--- src/rtl/multu_hilo_pkg.sv ---
// rtl/multu_hilo_pkg.sv - shared ALU operation codes and multiply FSM state encoding
package multu_hilo_pkg;

    // Operation codes produced by the ALU control unit
    localparam logic [5:0] ALU_sll   = 6'b000000;
    localparam logic [5:0] ALU_add   = 6'b100000;
    localparam logic [5:0] ALU_sub   = 6'b100010;
    localparam logic [5:0] ALU_and   = 6'b100100;
    localparam logic [5:0] ALU_or    = 6'b100101;
    localparam logic [5:0] ALU_slt   = 6'b101010;
    localparam logic [5:0] ALU_multu = 6'b011001;
    localparam logic [5:0] ALU_mfhi  = 6'b010000;
    localparam logic [5:0] ALU_mflo  = 6'b010010;

    typedef enum logic {
        IDLE = 1'b0,
        RUN  = 1'b1
    } state_t;

    // True for the ops that touch HI/LO and therefore must wait on a multiply
    function automatic logic is_hilo_op(input logic [5:0] op);
        return (op == ALU_multu) || (op == ALU_mfhi) || (op == ALU_mflo);
    endfunction

endpackage

--- src/rtl/multu_step.sv ---
// rtl/multu_step.sv - one combinational shift-add iteration of the unsigned multiply
module multu_step #(
    parameter int WIDTH = 32
) (
    input  logic [2*WIDTH-1:0] prod,
    input  logic [2*WIDTH-1:0] mcand,
    input  logic [WIDTH-1:0]   mplier,
    output logic [2*WIDTH-1:0] prod_nxt,
    output logic [2*WIDTH-1:0] mcand_nxt,
    output logic [WIDTH-1:0]   mplier_nxt
);

    // Add the shifted multiplicand when the current multiplier bit is set;
    // the sum never exceeds 2*WIDTH bits so the wrap is never exercised
    always_comb begin
        prod_nxt   = mplier[0] ? (prod + mcand) : prod;
        mcand_nxt  = mcand << 1;
        mplier_nxt = mplier >> 1;
    end

endmodule

--- src/rtl/multu_hilo.sv ---
// rtl/multu_hilo.sv - sequential MULTU unit with HI/LO registers, MFHI/MFLO reads and stall
module multu_hilo
    import multu_hilo_pkg::*;
#(
    parameter int WIDTH = 32,
    parameter int CNT_W = 6
) (
    input  logic             clk,
    input  logic             rst,
    input  logic             en,
    input  logic [5:0]       ALUOperation,
    input  logic [WIDTH-1:0] a,
    input  logic [WIDTH-1:0] b,
    output logic [WIDTH-1:0] dataOut,
    output logic             busy,
    output logic             done,
    output logic             stall
);

    localparam logic [CNT_W-1:0] LAST_CNT = CNT_W'(WIDTH - 1);

    state_t               state;
    state_t               state_nxt;
    logic                 start;
    logic                 finish;

    logic [WIDTH-1:0]     hi;
    logic [WIDTH-1:0]     lo;
    logic [CNT_W-1:0]     cnt;
    logic [2*WIDTH-1:0]   prod;
    logic [2*WIDTH-1:0]   mcand;
    logic [WIDTH-1:0]     mplier;

    logic [2*WIDTH-1:0]   prod_nxt;
    logic [2*WIDTH-1:0]   mcand_nxt;
    logic [WIDTH-1:0]     mplier_nxt;

    multu_step #(
        .WIDTH(WIDTH)
    ) u_step (
        .prod      (prod),
        .mcand     (mcand),
        .mplier    (mplier),
        .prod_nxt  (prod_nxt),
        .mcand_nxt (mcand_nxt),
        .mplier_nxt(mplier_nxt)
    );

    // Next state: accept MULTU only from IDLE, leave RUN after the last iteration
    always_comb begin
        state_nxt = state;
        start     = 1'b0;
        finish    = 1'b0;
        case (state)
            IDLE: begin
                if (en && (ALUOperation == ALU_multu)) begin
                    start     = 1'b1;
                    state_nxt = RUN;
                end
            end
            RUN: begin
                if (cnt == LAST_CNT) begin
                    finish    = 1'b1;
                    state_nxt = IDLE;
                end
            end
            default: state_nxt = IDLE;
        endcase
    end

    // State register
    always_ff @(posedge clk) begin
        if (rst) begin
            state <= IDLE;
        end else begin
            state <= state_nxt;
        end
    end

    // Datapath: load operands on start, iterate in RUN, commit HI/LO on the final step
    always_ff @(posedge clk) begin
        if (rst) begin
            hi     <= '0;
            lo     <= '0;
            cnt    <= '0;
            prod   <= '0;
            mcand  <= '0;
            mplier <= '0;
            busy   <= 1'b0;
            done   <= 1'b0;
        end else begin
            done <= finish;
            if (start) begin
                mcand  <= {{WIDTH{1'b0}}, a};
                mplier <= b;
                prod   <= '0;
                cnt    <= '0;
                busy   <= 1'b1;
            end else if (state == RUN) begin
                prod   <= prod_nxt;
                mcand  <= mcand_nxt;
                mplier <= mplier_nxt;
                cnt    <= cnt + 1'b1;
                if (finish) begin
                    hi   <= prod_nxt[2*WIDTH-1:WIDTH];
                    lo   <= prod_nxt[WIDTH-1:0];
                    busy <= 1'b0;
                end
            end
        end
    end

    // Read mux: HI/LO are only visible when no multiply is in flight
    always_comb begin
        dataOut = '0;
        if (en && !busy) begin
            case (ALUOperation)
                ALU_mfhi: dataOut = hi;
                ALU_mflo: dataOut = lo;
                default:  dataOut = '0;
            endcase
        end
    end

    // Hold control while a HI/LO-related op arrives during a multiply
    always_comb begin
        stall = en && busy && is_hilo_op(ALUOperation);
    end

endmodule

--- config.mk ---
export PLATFORM = sky130hd
export DESIGN_NAME = multu_hilo
export DESIGN_NICKNAME = d
export VERILOG_FILES = /design/src/rtl/multu_hilo_pkg.sv /design/src/rtl/multu_step.sv /design/src/rtl/multu_hilo.sv
export SDC_FILE = /design/constraint.sdc
export NUM_CORES = 1
export LEC_CHECK = 0
export BUFFER_PORTS_ARGS = -buffer_cell sky130_fd_sc_hd__buf_4
export CORE_MARGIN = 4
export CORE_UTILIZATION = 45
export CTS_BUF_LIST = sky130_fd_sc_hd__clkbuf_8
export DETAILED_ROUTE_END_ITERATION = 10
export GPL_ROUTABILITY_DRIVEN = 0
export HOLD_SLACK_MARGIN = 0.08
export SYNTH_ARGS = -nofsm -noshare
export SYNTH_HDL_FRONTEND = slang
export SYNTH_HIERARCHICAL = 1
export SYNTH_SLANG_ARGS = --single-unit
export TNS_END_PERCENT = 1
--- constraint.sdc ---
create_clock -name clk -period 3.1 [get_ports clk]
set_clock_uncertainty 0.05 [all_clocks]
set_input_delay 0 -clock clk [delete_from_list [all_inputs] [get_ports clk]]
set_output_delay 0 -clock clk [all_outputs]
set_load 0.01 [all_outputs]
==> impl_metrics.py, run 1 <==
metrics = {
    "run_status": {
        "status": "finished with violations",
        "violations": "negative setup slack",
    },
    "worst_setup_path": {
        "cp-end-kind": "register",
        "crit_arrival_ns": 3.78,
        "rr_endpoint": "prod[50]",
        "start_kind": "register",
        "worst-setup-path-type": "reg2reg",
        "crit_required_ns": 3.50,
        "r2r_cells": 13,
        "critPathMaxFanout": 3,
        "r2r-start": "mcand[6]",
        "r2r_slack_ns": -0.28,
    },
    "synthesis": {
        "ys.flop_type": "dfxtp_1",
        "synth-compound-area-share_pct": 21.22,
        "yosysWarnings": 6,
        "yosysUniqueCellTypes": 76,
        "yosys.area_share.simple_pct": 15.46,
        "synthMuxAreaShare_pct": 12.86,
        "syn_avg_cell_area_um2": 8.592,
        "async_flop_share_pct": 0,
        "synth_adder_area_share_pct": 5.626,
        "synth_top_family_by_area": "compound AO/OA/AOI/OAI gates",
        "syn_inst": 1698,
        "synth_xor_area_share_pct": 3.542,
        "ys_ff_latch": 233,
        "syn_area_mm2": 0.01459,
        "synth_edf_count": 0,
        "ys_seq_area_share_pct": 31.97,
    },
    "global_routing": {
        "grt-ovfl-total": 0,
        "grt_max_degree": 103,
        "first_global_vias": 13060,
        "grt_antenna_before_repair": 0,
        "grt_use_total_pct": 23.33,
        "grt_pass1_wl_um": 68450,
    },
    "detailed_routing": {
        "vias": 13130,
        "dr.pass1.iters": 5,
        "wl_per_cell_um": 17.96,
        "drc": 0,
        "ant_nets": 0,
        "drt-initial-drc-count": 911,
        "via_per_inst": 5.524,
        "drt-total-wl_um": 42690,
    },
    "pwr": {
        "power_frac_comb_pct": 4.6,
        "p_seq_share_pct": 50.0,
        "power.density_mw_per_mm2": 328.6,
        "power_switching_mw": 1.480,
        "internal_power_mw": 4.521,
        "ir_drop_mv": 0.3301,
        "switching_share_pct": 24.67,
        "power_frac_clock_pct": 45.4,
        "leakage_nw": 7.587,
    },
    "placement": {
        "place_ws_ns": -0.3984,
        "dp_hpwl_um": 29010,
        "io_buffers": 107,
        "place_area_mm2": 0.01633,
    },
    "die": {
        "fp.dieArea_mm2": 0.03536,
        "die_h_um": 188.1,
        "num_io_pins": 108,
        "rows": 65,
        "die_w_um": 188.1,
        "start_util_pct": 45.88,
        "coreArea_mm2": 0.03180,
    },
    "clock_tree": {
        "cts.path.max_buffers": 3,
        "insertion_delay_ns": 0.58,
        "cts_root_buffer": "clkbuf_8",
        "cts_made_buffers": 43,
        "cts_tree": "done",
        "cts_sinks": 233,
        "cts-htree-levels": 2,
        "clk_pin_slew_ns": 0.06,
    },
    "sta": {
        "rsz0062_at_grt": "true",
        "worstMarginPinSlew_ns": 1.144,
        "max_clock_freq_mhz": 295.8,
        "max_slew_margin_pct": 23.59,
        "slew_viol_final": 0,
        "finalHoldViolCount": 0,
        "setup_viol": 34,
        "fin_setup_tns_ns": -3.315,
        "fin_crit_sh_pct": 109.0,
        "min_period_ns": 3.381,
        "finalWorstSetupSlack_ns": -0.2805,
    },
    "job": {
        "max-cap-violations": 0,
    },
    "layout": {
        "n_fill_cell": 2942,
        "final_cell_mix": "buf_4 (313), dfxtp_1 (222), nor2_1 (173), a21oi_1 (132), mux2i_1 (129)",
        "final_common_cell": "buf_4",
        "diodes": 0,
        "drive_gt1_share_pct": 29.81,
        "finalNetCount": 2051,
        "fin_util_pct": 57.44,
        "area_growth_pct": 25.20,
        "stdcell_area_mm2": 0.01827,
    },
    "hold_path": {
        "hold_path_depth": 3,
        "hold_end": "mcand[4]",
        "min_from": "a[4]",
        "hp-class": "in2reg",
    },
}
[registers in the layout, indices dropped and copies added (netlist names)]
name    cells
done        1
hi         32
mplier     32
prod       64
lo         32
mcand      64
cnt         6
state       1
busy        1
[layer usage]
| metal | GRT usage (%) | part of all wire [%] | vias up |
|---|---|---|---|
| met1 | 30.78 | 46 | 6344 |
| met3 | 4.151 | 4.9 | 63 |
| met4 | 6.465 | 2.4 | 0 |
| met2 | 39.31 | 47 | 287 |
| li1 | - | - | 6437 |
| met5 | 0 | 0 | - |
[worst max path at each step]
stage,startpoint,slack [ns],end
after CTS,prod[0],-0.25,prod[50]
after global routing,prod[0],-0.43,prod[50]
final,mcand[6],-0.28,prod[50]
after detailed placement,mcand[0],-0.40,hi[24]
after global placement,mcand[0],-0.35,hi[24]
after floorplan,mcand[0],-0.10,prod[50]
[logic make-up after synthesis]
family / count (synthesis)
AND/OR/NAND/NOR: 467
AO/OA/AOI/OAI: 453
buffers and inverters: 239
flip-flops: 233
multiplexers: 181
adder cells (fa/ha/maj): 65
XOR/XNOR: 59
other: 1
[layout make-up]
cell class                      count  area [um2]  share of cell area, %
Tap cell                          435       544.3                  2.980
Inverter                           20       75.07                 0.4110
Clock inverter                     28       131.4                 0.7193
Timing Repair Buffer              388        3141                  17.19
Sequential cell                   233        4681                  25.63
Clock buffer                       46       633.1                  3.466
Multi-Input combinational cell   1227        9060                  49.60
[through the flow]
stage | power, mW | hold WS (ns) | cells
4_1_cts | 6.084 | 0.1073 | 2377
6_report | 6.001 | 0.1297 | 2377
3_3_place_gp | 3.266 | 0.1767 | 2230
3_5_place_dp | 3.267 | 0.1785 | 2230
2_1_floorplan | 3.165 | 0.08888 | 1699
5_1_grt | 6.234 | 0.1317 | 2377
[cell usage after synthesis (6+ instances only)]
| cell type | instances | area share, % |
|---|---|---|
| dfxtp_1 | 233 | 32 |
| nor2_1 | 178 | 4.6 |
| a21oi_1 | 148 | 5.1 |
| mux2i_1 | 129 | 8.9 |
| o21ai_0 | 110 | 3.8 |
| buf_4 | 96 | 4.9 |
| clkbuf_1 | 82 | 2.1 |
| nand3_1 | 74 | 2.5 |
| and2_1 | 72 | 3.1 |
| ha_1 | 64 | 5.5 |
| nand2_1 | 62 | 1.6 |
| a221o_2 | 55 | 4.2 |
| mux2_2 | 52 | 4.0 |
| a21o_1 | 47 | 2.4 |
| xnor2_1 | 38 | 2.3 |
| buf_2 | 23 | 0.79 |
| nand4_1 | 23 | 0.99 |
| xor2_1 | 21 | 1.3 |
| inv_1 | 20 | 0.51 |
| o21bai_1 | 17 | 0.87 |
| nor3_1 | 14 | 0.48 |
| a211oi_1 | 10 | 0.51 |
| a221o_1 | 9 | 0.62 |
| buf_6 | 9 | 0.69 |
| buf_1 | 8 | 0.21 |
| nand2b_1 | 7 | 0.30 |
| and3_1 | 6 | 0.26 |
| nor2b_1 | 6 | 0.26 |
[worst max-delay path, stage by stage (launching register included)]
cell       delay [ns]
dfxtp_1          0.31
ha_1             0.34
and2_1           0.16
o211ai_1         0.09
a2111o_1         0.51
a2111oi_4        0.44
nor2_2           0.07
o41a_1           0.41
o21bai_2         0.19
a21oi_2          0.08
xnor2_1          0.14
mux2_4           0.27
mux2i_1          0.14
nor2_1           0.06
[power groups by stage]
| stage | Clock (mW) | Sequential [mW] | Combinational [mW] |
|---|---|---|---|
| floorplan | 0 | 3.07 | 0.0985 |
| global placement | 0 | 3.07 | 0.199 |
| detailed placement | 0 | 3.07 | 0.200 |
| CTS | 2.81 | 3.00 | 0.272 |
| global route | 2.94 | 3.00 | 0.293 |
| finish | 2.72 | 3.00 | 0.274 |
[timing repair]
action	4_1_cts	5_1_grt
hold buffers	71	0
hold endpoints to repair	71	0
pin swaps	17	13
gates resized for setup	28	77
setup buffers	2	0
setup endpoints to repair	74	80
cloned	0	0
No activity file was read; power rests on OpenSTA's default activity.
==> run 2, diff against run 1 <==
--- a/config.mk
+++ b/config.mk
@@ -12,6 +12,8 @@
 export DETAILED_ROUTE_END_ITERATION = 10
 export GPL_ROUTABILITY_DRIVEN = 0
 export HOLD_SLACK_MARGIN = 0.08
+export PLACE_DENSITY = 0.7
+export REMOVE_ABC_BUFFERS = 1
 export SYNTH_ARGS = -nofsm -noshare
 export SYNTH_HDL_FRONTEND = slang
 export SYNTH_HIERARCHICAL = 1
==> run 2 against run 1 <==
  * The run still ends with negative setup slack left
  * Utilization is 0.59 points lower
  * Combinational power hardly changed
  * Fmax is 0.46% lower
  * Worst setup slack worse by 0.016 ns
  * Non-clock buffer count is 10 lower
  * Sequential share of layout area is 0.23 points higher
  * Critical path type unchanged
  * Total power is 3.9% higher
  * Global-route usage is 1.2 points lower
  * Wire length is 4.3% lower
  * Sequential power hardly changed
  * Via count is 0.38% higher
  * Cell count is 0.55% lower
==> impl_metrics.py, run 2 (same netlist as run 1, synthesis figures left out) <==
metrics = {
    "layout": {
        "final_cells": 2364,
        "stdcell_area_mm2": 0.01808,
        "area_growth_pct": 23.90,
        "final_common_cell": "buf_4",
        "drive_gt1_share_pct": 27.94,
        "diodes": 0,
        "reg.largest.list": "mcand x64, prod x64",
        "final_cell_mix": "buf_4 (302), dfxtp_1 (228), nor2_1 (177), a21oi_1 (142), mux2i_1 (129)",
        "finalNetCount": 2039,
    },
    "global_routing": {
        "first_global_vias": 13140,
        "grt_use_total_pct": 22.16,
        "grt_max_degree": 103,
        "grt-ovfl-total": 0,
        "grt_pass1_wl_um": 66230,
        "grt_antenna_before_repair": 0,
    },
    "die": {
        "num_io_pins": 108,
        "rows": 65,
        "die_w_um": 188.1,
        "fp.dieArea_mm2": 0.03536,
        "coreArea_mm2": 0.03180,
        "start_util_pct": 45.88,
        "die_h_um": 188.1,
    },
    "hold_path": {
        "hold_path_depth": 3,
        "min_from": "b[4]",
        "hp-class": "in2reg",
        "hold_end": "mplier[4]",
    },
    "sta": {
        "rsz0062_at_grt": "true",
        "setup_viol": 43,
        "min_period_ns": 3.396,
        "slew_viol_final": 0,
        "max_slew_margin_pct": 27.95,
        "finalWorstSetupSlack_ns": -0.2960,
        "hold_ws_ns": 0.1673,
        "finalHoldViolCount": 0,
        "max_clock_freq_mhz": 294.5,
        "worstMarginPinSlew_ns": 1.081,
        "fin_setup_tns_ns": -5.703,
        "fin_crit_sh_pct": 109.5,
    },
    "pwr": {
        "ir_drop_mv": 0.3175,
        "switching_share_pct": 22.96,
        "power_frac_comb_pct": 4.4,
        "internal_power_mw": 4.803,
        "p_seq_share_pct": 48.1,
        "power_switching_mw": 1.432,
        "power_frac_clock_pct": 47.5,
        "power.density_mw_per_mm2": 344.9,
        "leakage_nw": 7.567,
        "p_total_mw": 6.235,
    },
    "worst_setup_path": {
        "crit_arrival_ns": 3.78,
        "start_kind": "register",
        "r2r_slack_ns": -0.30,
        "worst-setup-path-type": "reg2reg",
        "path_cells": "ha_4 -> fa_2 -> a211o_1 -> o211ai_2 -> a2111o_1 -> buf_6 -> a2111oi_4 -> nor2_2 -> o41a_1 -> o21bai_2 -> a21oi_1 -> xnor2_1 -> mux2_2 -> mux2i_1 -> nor2_1",
        "crit_required_ns": 3.48,
        "cp-end-kind": "register",
        "critPathMaxFanout": 3,
        "crit_slowest_cell": "a2111o_1",
        "r2r-start": "mcand[0]",
        "r2r_cells": 15,
        "max_stage_delay_ns": 0.47,
        "rr_endpoint": "prod[50]",
    },
    "placement": {
        "dp_cells": 2219,
        "dp_hpwl_um": 27230,
        "io_buffers": 107,
        "place_area_mm2": 0.01622,
    },
    "clock_tree": {
        "cts_sinks": 233,
        "cts_made_buffers": 41,
        "cts_tree": "done",
        "cts_root_buffer": "clkbuf_8",
        "cts.path.max_buffers": 3,
        "insertion_delay_ns": 0.56,
        "cts-htree-levels": 2,
        "clk_pin_slew_ns": 0.06,
    },
    "detailed_routing": {
        "dr.pass1.iters": 6,
        "via_per_inst": 5.576,
        "ant_nets": 0,
        "vias": 13180,
        "drt-initial-drc-count": 880,
        "wl_per_cell_um": 17.28,
        "drc": 0,
        "drt-total-wl_um": 40840,
    },
    "run_status": {
        "violations": "negative setup slack",
        "status": "finished with violations",
    },
    "job": {
        "max-cap-violations": 0,
    },
}
==> run 2: cell count changes in the layout (fill, tap and decap cells not counted), moves of 5 or more <==
cell	change
ha_1	+9
mux2_4	-6
inv_1	-9
a21oi_2	-10
nand2_1	+5
a21oi_1	+10
nand2_2	-5
dfxtp_2	-6
dfxtp_1	+6
mux2_2	+6
ha_4	-8
buf_4	-11
==> run 2: timing repair <==
action	4_1_cts	5_1_grt
resized for setup	24	44
pin swaps	13	12
hold buffers	71	0
endpoints found under the setup margin	66	84
setup buffers	2	1
hold endpoints to repair	80	0
==> run 2: final cells by class <==
cell class                 instances  area [um2]
clock buffer                      48       660.6
clock inverter                    23       177.7
fill                            2770       13720
inverter                          20       75.07
multi-input combinational       1227        8876
sequential                       233        4673
tap                              435       544.3
timing repair buffer             378        3069
==> run 2: power groups by stage <==
stage                     Sequential, mW  Clock [mW]  Combinational (mW)
final                               3.00        2.96               0.273
after global routing                3.00        3.17               0.289
after floorplan                     3.07           0              0.0571
after CTS                           3.00        3.01               0.267
after global placement              3.07           0               0.194
after detailed placement            3.07           0               0.196
==> run 2: metal layers <==
layer  global-route usage (%)  part of all wire (%)
met1                    29.48                    45
met2                    35.53                    45
met3                    4.765                   6.5
met4                    7.962                   3.2
met5                        0                     0
==> run 2: worst max path at each step <==
stage,from,to,slack [ns],depth (start not counted)
final,mcand[0],prod[50],-0.30,15
after floorplan,state,cnt[5],-5.82,2
after global routing,mcand[0],prod[50],-0.47,15
after CTS,mcand[0],prod[50],-0.30,15
after detailed placement,prod[7],hi[24],-0.41,12
after global placement,prod[7],prod[50],-0.25,13
==> run 2: critical path, delay by kind of cell, from the launching register on <==
kind	cells	cell delay, ns
muxes	2	0.43
xor gates and xnor gates	1	0.13
buffers and inverters	1	0.16
adders and majority gates	2	0.35
and+or+nand+nor	2	0.12
AOI/OAI and AO/OA	7	1.69
DFF	1	0.35
==> run 2: per-stage QoR <==
stage / util [%] / worst slack, ns
detailed placement: 51.02 / -0.4064
CTS: 56.27 / -0.3019
global placement: 51.02 / -0.2472
global route: 56.84 / -0.4704
finish: 56.84 / -0.2960
floorplan: - / -5.818
==> run 3, diff against run 2 <==
--- a/config.mk
+++ b/config.mk
@@ -8,7 +8,6 @@
 export BUFFER_PORTS_ARGS = -buffer_cell sky130_fd_sc_hd__buf_4
 export CORE_MARGIN = 4
 export CORE_UTILIZATION = 45
-export CTS_BUF_LIST = sky130_fd_sc_hd__clkbuf_8
 export DETAILED_ROUTE_END_ITERATION = 10
 export GPL_ROUTABILITY_DRIVEN = 0
 export HOLD_SLACK_MARGIN = 0.08
==> constraint.sdc (replaced) <==
create_clock -name clk -period 3.1 [get_ports clk]
set_clock_uncertainty 0.05 [all_clocks]
set_input_delay 0.465 -clock clk [delete_from_list [all_inputs] [get_ports clk]]
set_output_delay 0.465 -clock clk [all_outputs]
set_load 0.01 [all_outputs]
==> run 3 against run 2 <==
  * The flow still finishes with violations (negative setup slack)
  * Non-clock buffer count shrank 73
  * Clock power up 4%
  * Sequential cell count is the same
  * Fmax shrank 0.14%
  * Wire length is 4.9% lower
  * Design area down 4.6%
  * Via count fell by 2.7%
  * Hold slack got worse by 0.071 ns
  * Register-to-register slack hardly changed
  * Utilization down 2.6 points
  * Clock-buffer cell count down 16
==> impl_metrics.py, run 3 (same netlist as run 1, synthesis figures left out) <==
metrics = {
    "detailed_routing": {
        "ant_nets": 0,
        "dr.pass1.iters": 5,
        "vias": 12830,
        "wl_per_cell_um": 17.15,
        "via_per_inst": 5.663,
        "drt-total-wl_um": 38840,
        "drc": 0,
        "drt-initial-drc-count": 1080,
    },
    "placement": {
        "io_buffers": 107,
        "dp_cells": 2219,
        "place_ws_ns": -0.4096,
        "dp_hpwl_um": 27180,
        "place_area_mm2": 0.01625,
    },
    "run_status": {
        "status": "finished with violations",
        "violations": "negative setup slack",
    },
    "sta": {
        "fin_setup_tns_ns": -7.480,
        "setup_viol": 58,
        "finalWorstSetupSlack_ns": -0.3009,
        "slew_viol_final": 0,
        "worstMarginPinSlew_ns": 0.8632,
        "finalHoldViolCount": 0,
        "fin_crit_sh_pct": 109.7,
        "rsz0062_at_grt": "true",
        "max_clock_freq_mhz": 294.0,
        "hold_ws_ns": 0.09597,
        "min_period_ns": 3.401,
        "max_slew_margin_pct": 42.45,
    },
    "hold_path": {
        "min_from": "b[26]",
        "hold_path_depth": 2,
        "hp-class": "in2reg",
    },
    "global_routing": {
        "grt_max_degree": 96,
        "grt_pass1_wl_um": 64090,
        "grt_use_total_pct": 21.11,
        "first_global_vias": 12610,
        "grt-ovfl-total": 0,
        "grt_antenna_before_repair": 0,
    },
    "clock_tree": {
        "cts_root_buffer": "clkbuf_16",
        "cts-htree-levels": 1,
        "cts_tree": "done",
        "clk_pin_slew_ns": 0.07,
        "insertion_delay_ns": 0.54,
        "cts.path.max_buffers": 3,
        "cts_hold_buf": 0,
        "cts_sinks": 233,
        "cts_made_buffers": 25,
    },
    "die": {
        "coreArea_mm2": 0.03180,
        "rows": 65,
        "die_h_um": 188.1,
        "die_w_um": 188.1,
        "fp.dieArea_mm2": 0.03536,
        "num_io_pins": 108,
        "start_util_pct": 45.88,
    },
    "layout": {
        "finalNetCount": 1950,
        "fin_util_pct": 54.23,
        "area_growth_pct": 18.21,
        "reg.largest.list": "mcand x64, prod x64",
        "final_common_cell": "buf_4",
        "final_cell_mix": "buf_4 (299), dfxtp_1 (229), nor2_1 (177), a21oi_1 (143), mux2i_1 (129)",
        "final_cells": 2265,
        "stdcell_area_mm2": 0.01725,
        "drive_gt1_share_pct": 27.49,
        "diodes": 0,
    },
    "pwr": {
        "internal_power_mw": 4.884,
        "leakage_nw": 7.191,
        "p_total_mw": 6.273,
        "power_switching_mw": 1.389,
        "p_seq_share_pct": 47.8,
        "ir_drop_mv": 0.3616,
        "power_frac_comb_pct": 3.2,
        "power_frac_clock_pct": 49.0,
        "power.density_mw_per_mm2": 363.7,
        "switching_share_pct": 22.14,
    },
    "worst_setup_path": {
        "worst-setup-path-type": "reg2reg",
        "max_stage_delay_ns": 0.54,
        "r2r_slack_ns": -0.30,
        "crit_end": "hi[28]",
        "crit_slowest_cell": "a2111o_1",
        "crit_arrival_ns": 3.81,
        "r2r-start": "mcand[0]",
        "critPathMaxFanout": 3,
        "rr_endpoint": "hi[28]",
        "start_kind": "register",
        "path_cells": "ha_4 -> fa_2 -> a211o_1 -> o211ai_2 -> a2111o_1 -> a21oi_2 -> o2111a_2 -> o21ai_4 -> a2111oi_4 -> buf_4 -> o2111ai_1 -> o211ai_1 -> nand3_1 -> a21oi_1",
        "cp-end-kind": "register",
        "critical_path.startpoint": "mcand[0]",
        "crit_required_ns": 3.51,
        "r2r_cells": 14,
    },
    "job": {
        "max-cap-violations": 0,
    },
}
## run 3: how the worst min path moves through the flow
stage                       to  slack (ns)
floorplan           mplier[10]        0.40
global placement    mplier[10]        0.41
detailed placement  mplier[21]        0.41
CTS                 mplier[26]        0.08
global route        mplier[22]        0.09
finish              mplier[26]         0.1
## run 3: critical path, delay by kind of cell (launching register included)
kind                     cells  cell delay (ns)
buffers and inverters        1             0.19
AND/OR/NAND/NOR              1             0.10
flip-flops                   1             0.36
AO/OA/AOI/OAI               10             2.30
adder cells (fa/ha/maj)      2             0.35
## run 3: routing by layer
layer | vias to the layer above | wire length [um] | global-route usage [%]
li1 | 6245 | - | -
met1 | 6154 | 18180 | 29.87
met2 | 366 | 17640 | 34.10
met3 | 61 | 2116 | 2.885
met4 | 0 | 904 | 5.195
met5 | - | 0 | 0
## run 3: power by group through the flow
stage	sequential [mW]	combinational [mW]	clock [mW]
after floorplan	3.07	0.0571	0
after global placement	3.07	0.198	0
after detailed placement	3.07	0.200	0
after CTS	3.00	0.201	3.13
after global routing	3.00	0.214	3.25
final	3.00	0.201	3.07
## run 3: timing repair
action | CTS | global route
buffers inserted | 1 | 0
pin swaps | 15 | 3
endpoints found under the setup margin | 70 | 80
gates resized for setup | 37 | 7
## run 3: cell type report
| class | count | area [um2] |
|---|---|---|
| well taps | 435 | 544.3 |
| fillers | 2883 | 14550 |
| multi-input cells | 1227 | 8743 |
| inverters | 20 | 75.07 |
| repair buffers | 305 | 2365 |
| flip-flops and latches | 233 | 4672 |
| clock buffers | 32 | 711.9 |
| clock inverters | 13 | 133.9 |
